`config.mk`:
```
export PLATFORM = sky130hd
export DESIGN_NAME = ps2_key_receiver
export DESIGN_NICKNAME = d
export VERILOG_FILES = /design/src/rtl/ps2_pkg.sv /design/src/rtl/ps2_frame_rx.sv /design/src/rtl/ps2_key_receiver.sv
export SDC_FILE = /design/constraint.sdc
export NUM_CORES = 1
export LEC_CHECK = 0
export BUFFER_PORTS_ARGS = -buffer_cell sky130_fd_sc_hd__buf_2
export CAP_MARGIN = 10
export CORE_MARGIN = 4
export CORE_UTILIZATION = 54
export CTS_CLUSTER_DIAMETER = 200
export DETAILED_ROUTE_END_ITERATION = 10
export HOLD_SLACK_MARGIN = 0.02
export PLACE_DENSITY_LB_ADDON = 0.15
export SLEW_MARGIN = 20
export SYNTH_ARGS = -nofsm -noshare
export SYNTH_HDL_FRONTEND = slang
export SYNTH_SLANG_ARGS = --single-unit
```
`constraint.sdc`:
```
create_clock -name CLK -period 2.4 [get_ports CLK]
set_input_delay 0.24 -clock CLK [delete_from_list [all_inputs] [get_ports CLK]]
set_output_delay 0.24 -clock CLK [all_outputs]
set_load 0.02 [all_outputs]
```
`src/rtl/ps2_pkg.sv`:
```
// Shared types and constants for the PS/2 keyboard receiver: frame FSM states,
// scan-code prefixes, the key translation table and frame-check helpers.
package ps2_pkg;

  typedef enum logic [1:0] {
    ST_IDLE   = 2'd0,
    ST_DATA   = 2'd1,
    ST_PARITY = 2'd2,
    ST_STOP   = 2'd3
  } frame_state_t;

  localparam logic [7:0] PREFIX_BREAK = 8'hF0;
  localparam logic [7:0] PREFIX_EXT   = 8'hE0;

  localparam int NUM_KEYS = 8;

  // Set-2 make codes for A, D, W, S, J, L, I, K and their translated codes (same order)
  localparam logic [NUM_KEYS-1:0][7:0] SCAN_CODES =
    {8'h1C, 8'h23, 8'h1D, 8'h1B, 8'h3B, 8'h4B, 8'h43, 8'h42};
  localparam logic [NUM_KEYS-1:0][7:0] KEY_CODES =
    {8'h41, 8'h44, 8'h57, 8'h53, 8'h4A, 8'h4C, 8'h49, 8'h4B};

  typedef struct packed {
    logic       hit;
    logic [7:0] code;
  } key_xlat_t;

  function automatic key_xlat_t translate(input logic [7:0] scan);
    key_xlat_t res;
    res.hit  = 1'b0;
    res.code = 8'h00;
    for (int i = 0; i < NUM_KEYS; i++) begin
      if (SCAN_CODES[i] == scan) begin
        res.hit  = 1'b1;
        res.code = KEY_CODES[i];
      end
    end
    return res;
  endfunction

  function automatic logic odd_parity_ok(input logic [7:0] data, input logic par);
    return ^{data, par};
  endfunction

endpackage

```
`src/rtl/ps2_frame_rx.sv`:
```
// PS/2 frame receiver: synchronises the device lines, deserialises 11-bit frames,
// checks odd parity and the stop bit, and abandons frames that stall.
module ps2_frame_rx
  import ps2_pkg::*;
#(
  parameter int TIMEOUT_CYCLES = 50000
) (
  input  logic       clk,
  input  logic       rst,
  input  logic       ps2_clk,
  input  logic       ps2_dat,
  output logic [7:0] rx_byte,
  output logic       byte_valid,
  output logic       frame_err
);

  localparam int TW = (TIMEOUT_CYCLES > 1) ? $clog2(TIMEOUT_CYCLES) : 1;

  logic           clk_meta_r, clk_sync_r, clk_prev_r;
  logic           dat_meta_r, dat_sync_r;
  frame_state_t   state_r;
  logic [2:0]     bit_cnt_r;
  logic [7:0]     shift_r;
  logic           parity_r;
  logic [TW-1:0]  tmo_cnt_r;
  logic           fall_s, stop_edge_s, good_s, timeout_s;

  // Two-flop synchronisers plus a delayed clock copy for falling-edge detection
  always_ff @(posedge clk) begin
    if (rst) begin
      clk_meta_r <= 1'b1;
      clk_sync_r <= 1'b1;
      clk_prev_r <= 1'b1;
      dat_meta_r <= 1'b1;
      dat_sync_r <= 1'b1;
    end else begin
      clk_meta_r <= ps2_clk;
      clk_sync_r <= clk_meta_r;
      clk_prev_r <= clk_sync_r;
      dat_meta_r <= ps2_dat;
      dat_sync_r <= dat_meta_r;
    end
  end

  assign fall_s      = clk_prev_r & ~clk_sync_r;
  assign stop_edge_s = fall_s && (state_r == ST_STOP);
  assign good_s      = dat_sync_r && odd_parity_ok(shift_r, parity_r);
  assign timeout_s   = (state_r != ST_IDLE) && !fall_s && (tmo_cnt_r == TW'(TIMEOUT_CYCLES - 1));

  assign rx_byte    = shift_r;
  assign byte_valid = stop_edge_s & good_s;
  assign frame_err  = (stop_edge_s & ~good_s) | timeout_s;

  // Frame FSM: one state step per PS2_CLK falling edge; stalled frames fall back to IDLE
  always_ff @(posedge clk) begin
    if (rst) begin
      state_r   <= ST_IDLE;
      bit_cnt_r <= 3'd0;
      shift_r   <= 8'h00;
      parity_r  <= 1'b0;
      tmo_cnt_r <= '0;
    end else if (fall_s) begin
      tmo_cnt_r <= '0;
      case (state_r)
        ST_IDLE: begin
          if (!dat_sync_r) begin
            state_r   <= ST_DATA;
            bit_cnt_r <= 3'd0;
          end else begin
            state_r <= ST_IDLE;
          end
        end
        ST_DATA: begin
          shift_r   <= {dat_sync_r, shift_r[7:1]};
          bit_cnt_r <= bit_cnt_r + 3'd1;
          if (bit_cnt_r == 3'd7) begin
            state_r <= ST_PARITY;
          end else begin
            state_r <= ST_DATA;
          end
        end
        ST_PARITY: begin
          parity_r <= dat_sync_r;
          state_r  <= ST_STOP;
        end
        ST_STOP: state_r <= ST_IDLE;
        default: state_r <= ST_IDLE;
      endcase
    end else if (timeout_s) begin
      state_r   <= ST_IDLE;
      bit_cnt_r <= 3'd0;
      tmo_cnt_r <= '0;
    end else if (state_r != ST_IDLE) begin
      tmo_cnt_r <= tmo_cnt_r + TW'(1);
    end else begin
      tmo_cnt_r <= '0;
    end
  end

endmodule

```
`src/rtl/ps2_key_receiver.sv`:
```
// PS/2 keyboard front end: decodes F0/E0 prefixes, translates a small key set,
// holds the currently pressed key and pulses a buzzer on each new press.
module ps2_key_receiver
  import ps2_pkg::*;
#(
  parameter int TIMEOUT_CYCLES = 50000,
  parameter int BUZZ_CYCLES    = 2500000
) (
  input  logic       CLK,
  input  logic       RST,
  input  logic       PS2_CLK,
  input  logic       PS2_DAT,
  output logic [7:0] PS2_DATA,
  output logic       BUZZER_EN,
  output logic       FRAME_ERR
);

  localparam int BW = $clog2(BUZZ_CYCLES + 1);

  logic [7:0]    rx_byte_s;
  logic          byte_valid_s, frame_err_s;
  logic          brk_r, ext_r;
  logic [BW-1:0] buzz_cnt_r;
  key_xlat_t     xlat_s;
  logic          key_hit_s, make_new_s, release_s;

  ps2_frame_rx #(
    .TIMEOUT_CYCLES(TIMEOUT_CYCLES)
  ) u_frame_rx (
    .clk       (CLK),
    .rst       (RST),
    .ps2_clk   (PS2_CLK),
    .ps2_dat   (PS2_DAT),
    .rx_byte   (rx_byte_s),
    .byte_valid(byte_valid_s),
    .frame_err (frame_err_s)
  );

  // Extended-prefixed codes are never translated, make or break
  assign xlat_s     = translate(rx_byte_s);
  assign key_hit_s  = byte_valid_s && !ext_r && xlat_s.hit;
  assign make_new_s = key_hit_s && !brk_r && (PS2_DATA != xlat_s.code);
  assign release_s  = key_hit_s && brk_r && (PS2_DATA == xlat_s.code);

  // Prefix flags live until the next non-prefix byte or a discarded frame
  always_ff @(posedge CLK) begin
    if (RST) begin
      brk_r     <= 1'b0;
      ext_r     <= 1'b0;
      FRAME_ERR <= 1'b0;
    end else begin
      FRAME_ERR <= frame_err_s;
      if (frame_err_s) begin
        brk_r <= 1'b0;
        ext_r <= 1'b0;
      end else if (byte_valid_s) begin
        if (rx_byte_s == PREFIX_BREAK) begin
          brk_r <= 1'b1;
        end else if (rx_byte_s == PREFIX_EXT) begin
          ext_r <= 1'b1;
        end else begin
          brk_r <= 1'b0;
          ext_r <= 1'b0;
        end
      end else begin
        brk_r <= brk_r;
        ext_r <= ext_r;
      end
    end
  end

  // Held-key register and buzzer pulse; a repeat of the held key does not retrigger
  always_ff @(posedge CLK) begin
    if (RST) begin
      PS2_DATA   <= 8'h00;
      buzz_cnt_r <= '0;
      BUZZER_EN  <= 1'b0;
    end else begin
      if (make_new_s) begin
        PS2_DATA <= xlat_s.code;
      end else if (release_s) begin
        PS2_DATA <= 8'h00;
      end else begin
        PS2_DATA <= PS2_DATA;
      end
      if (make_new_s) begin
        buzz_cnt_r <= BW'(BUZZ_CYCLES);
        BUZZER_EN  <= 1'b1;
      end else if (buzz_cnt_r != BW'(0)) begin
        buzz_cnt_r <= buzz_cnt_r - BW'(1);
        BUZZER_EN  <= (buzz_cnt_r > BW'(1));
      end else begin
        buzz_cnt_r <= buzz_cnt_r;
        BUZZER_EN  <= 1'b0;
      end
    end
  end

endmodule

```
==> results.toml <==
[outcome]
status = "finished, violations left"
violations = "setup timing"

[power_and_ir_drop]
seq_power_share_pct = 35.7
clkPwrFrac_pct = 26.1
switching_share_pct = 33.5
p_leak_uw = 0.00157
p_int_uw = 2700
peakVddDrop_uv = 799
power_switching_uw = 1360
p_per_area_nw_per_um2 = 960
p_comb_share_pct = 38.2

[global_routing]
grt_max_degree = 52
grt_util_all_layers_pct = 21.1
grt_pass1_vias = 2813
antenna_found_initial = 0
grt_pass1_wl_um = 13000
grt.overflow.total = 0

[sta]
rsz0062_at_grt = "true"
timing.final.ws_setup_ns = -0.245
fin_crit_sh_pct = 110
worstMarginPinSlew_ns = 0.525
relSlewSlack_pct = 65.0
finalSetupViolations = 29
hold_slack_ns = 0.0908
layout_min_cycle_time_ns = 2.64
report.final.slew_viol_count = 0
fin_tns_setup_ns = -4.99
finalHoldViolations = 0
max_freq_mhz = 378
fin_worst_skew_ns = 0.0120

[yosys]
ys_seq_area_share_pct = 39.3
syn_area_um2 = 3410
synth_top_flop_cell = "dfxtp_1"
synth_cell_type_count = 57
ys.warnings.count = 0
synth_edf_count = 0
syn_inst = 402
ys_ff_latch = 67
syn_area_per_cell_um2 = 8.48
async_flop_share_pct = 0

[finish]
drive_gt1_share_pct = 25.7
fin_util_pct = 70.1
fin_cells = 530
area_growth_pct = 23.9
fin_nets = 459
n_antenna_cell = 0
postLayoutCellArea_um2 = 4230

[floorplan]
start_util_pct = 56.6
io_pins = 14
fp.dieW_um = 87.5
fp-row-count = 28
dieArea_um2 = 7650
die_h_um = 87.5
core_area_um2 = 6030

[detailed_routing]
vias_per_cell = 5.60
first_pass_iters = 4
wl_per_cell_um = 14.1
ant_nets = 0
first_iter_violations = 102
drc = 0
vias = 2968
wl_um = 7450

[clock_tree]
htreeDepth = 3
cts-hold-fix-buffers = 0
numCtsBuffers = 9
clk_pin_slew_ns = 0.08
clk_latency_ns = 0.34
clock_sinks = 67
clk_path_buf_depth = 2
root_buffer = "clkbuf_8"
cts_tree = "done"

[worst_setup_path]
cp-end-kind = "flop"
crit_path_top_delay_cell = "or4b_4"
cp-start-kind = "flop"
worstPathRequired_ns = 2.67
cpPeakStageDelay_ns = 0.58
crit_path_cell_trace = "buf_6, or4b_4, nor4_4, a311o_2, mux2i_1, and4b_4, buf_8, or4_1, a31oi_1"
critPathKind = "reg2reg"
arrival_ns = 2.91
cp_max_fo = 6

[place]
dp_hpwl_um = 4910
post-place-cells = 503
gp_congestion = 0.867
dpl_cell_area_um2 = 3760
io_buffers = 11

[job]
drv_cap = 0

[worst_hold_path]
hp-class = "in2reg"
-- power by group through the flow --
stage	combinational (uW)	clock [uW]	sequential, uW
CTS	1540	1080	1450
detailed placement	1460	0	1470
floorplan	1040	0	1460
global route	1740	1130	1470
finish	1550	1060	1450
global placement	1420	0	1470
-- critical path, delay by kind of cell (launching register included) --
family	cells	cell delay, ns
AOI/OAI and AO/OA	2	0.37
buffers and inverters	2	0.24
DFF	1	0.33
muxes	1	0.08
and+or+nand+nor	4	1.55
-- sequential cells by signal, summed over array words and instances (netlist names), 2 cells and up --
name,flops
u_frame_rx.rx_byte,8
u_frame_rx.bit_cnt_r,3
PS2_DATA,6
buzz_cnt_r,22
u_frame_rx.state_r,2
u_frame_rx.tmo_cnt_r,16
-- per-stage QoR --
stage          power, uW  setup WS (ns)
2_1_floorplan       2500        -0.0799
3_3_place_gp        2890         -0.285
3_5_place_dp        2930         -0.391
4_1_cts             4060         -0.212
5_1_grt             4340         -0.337
6_report            4060         -0.245
-- Yosys cell counts (6+ instances only) --
| cell | instances | share of area [%] |
|---|---|---|
| nand2_1 | 50 | 5.5 |
| xor2_1 | 18 | 4.6 |
| or2_2 | 6 | 1.1 |
| nor3_1 | 25 | 3.7 |
| o21ai_0 | 6 | 0.88 |
| nor4_1 | 10 | 1.8 |
| inv_1 | 11 | 1.2 |
| xnor2_1 | 19 | 4.9 |
| a31oi_1 | 7 | 1.3 |
| clkbuf_1 | 18 | 2.0 |
| dfxtp_1 | 67 | 39 |
| nor2_1 | 38 | 4.2 |
| a21oi_1 | 22 | 3.2 |
| nand3_1 | 9 | 1.3 |
| mux2_2 | 6 | 2.0 |
| nand4_1 | 6 | 1.1 |
-- cell families (layout without fill, tap and decap cells) --
family | after synthesis | in the layout | share of synthesized area (%)
adder cells (fa/ha/maj) | 5 | 5 | 1.83
AO/OA/AOI/OAI | 56 | 56 | 10.6
AND/OR/NAND/NOR | 190 | 190 | 30.3
flip-flops | 67 | 67 | 39.3
XOR/XNOR | 38 | 38 | 10.2
multiplexers | 8 | 8 | 2.57
buffers and inverters | 37 | 89 | 5.06
other | 1 | 2 | 0.110
-- cell type report --
cell class	instances	area, um^2
Multi-Input combinational cell	299	2020
Tap cell	75	93.8
Fill cell	483	1800
Clock inverter	6	88.8
Timing Repair Buffer	62	497
Sequential cell	67	1350
Clock buffer	10	138
Inverter	11	41.3
-- layout by cell type, fill, tap and decap left out, types with 4 or more instances in the layout --
cell type,n
nand4_1,6
buf_2,11
xor2_1,18
inv_1,11
nor2_1,37
nor3_1,23
o21ai_0,5
a21oi_1,20
or4_1,5
nand3_1,9
nand2b_1,5
mux2_4,4
nand4b_1,4
or2_2,6
xnor2_1,19
ha_1,5
buf_4,43
a31oi_1,5
and3_1,4
nor4_1,8
dfxtp_1,64
nand2_1,50
clkbuf_8,10
buf_6,5
-- layer usage --
layer  vias to the layer above  part of all wire (%)  GRT usage, %
li1                       1501                     -             -
met1                      1412                    49          28.7
met2                        45                    47          33.8
met3                        10                   2.7          2.93
met4                         0                   1.4          8.37
met5                         -                     0             0
-- final timing paths --
check	startpoint	to	slack, ns	cells after the start
worst max register to register	u_frame_rx.rx_byte[6]$_SDFFE_PP0P_	PS2_DATA[0]$_SDFFE_PP0P_	-0.24	9
worst min-delay path	PS2_CLK	u_frame_rx.clk_meta_r$_SDFF_PP1_	0.09	2
worst max-delay path	u_frame_rx.rx_byte[6]$_SDFFE_PP0P_	PS2_DATA[0]$_SDFFE_PP0P_	-0.24	9
worst min register to register	u_frame_rx.clk_meta_r$_SDFF_PP1_	u_frame_rx.clk_sync_r$_SDFF_PP1_	0.42	1
-- what timing repair did --
item | 4_1_cts | 5_1_grt
buffers inserted | 8 | 2
gates resized for setup | 21 | 8
gates cloned | 1 | 0
endpoints found under the setup margin | 29 | 29
pin swaps | 5 | 4
Power figures use the tool's default switching activity.
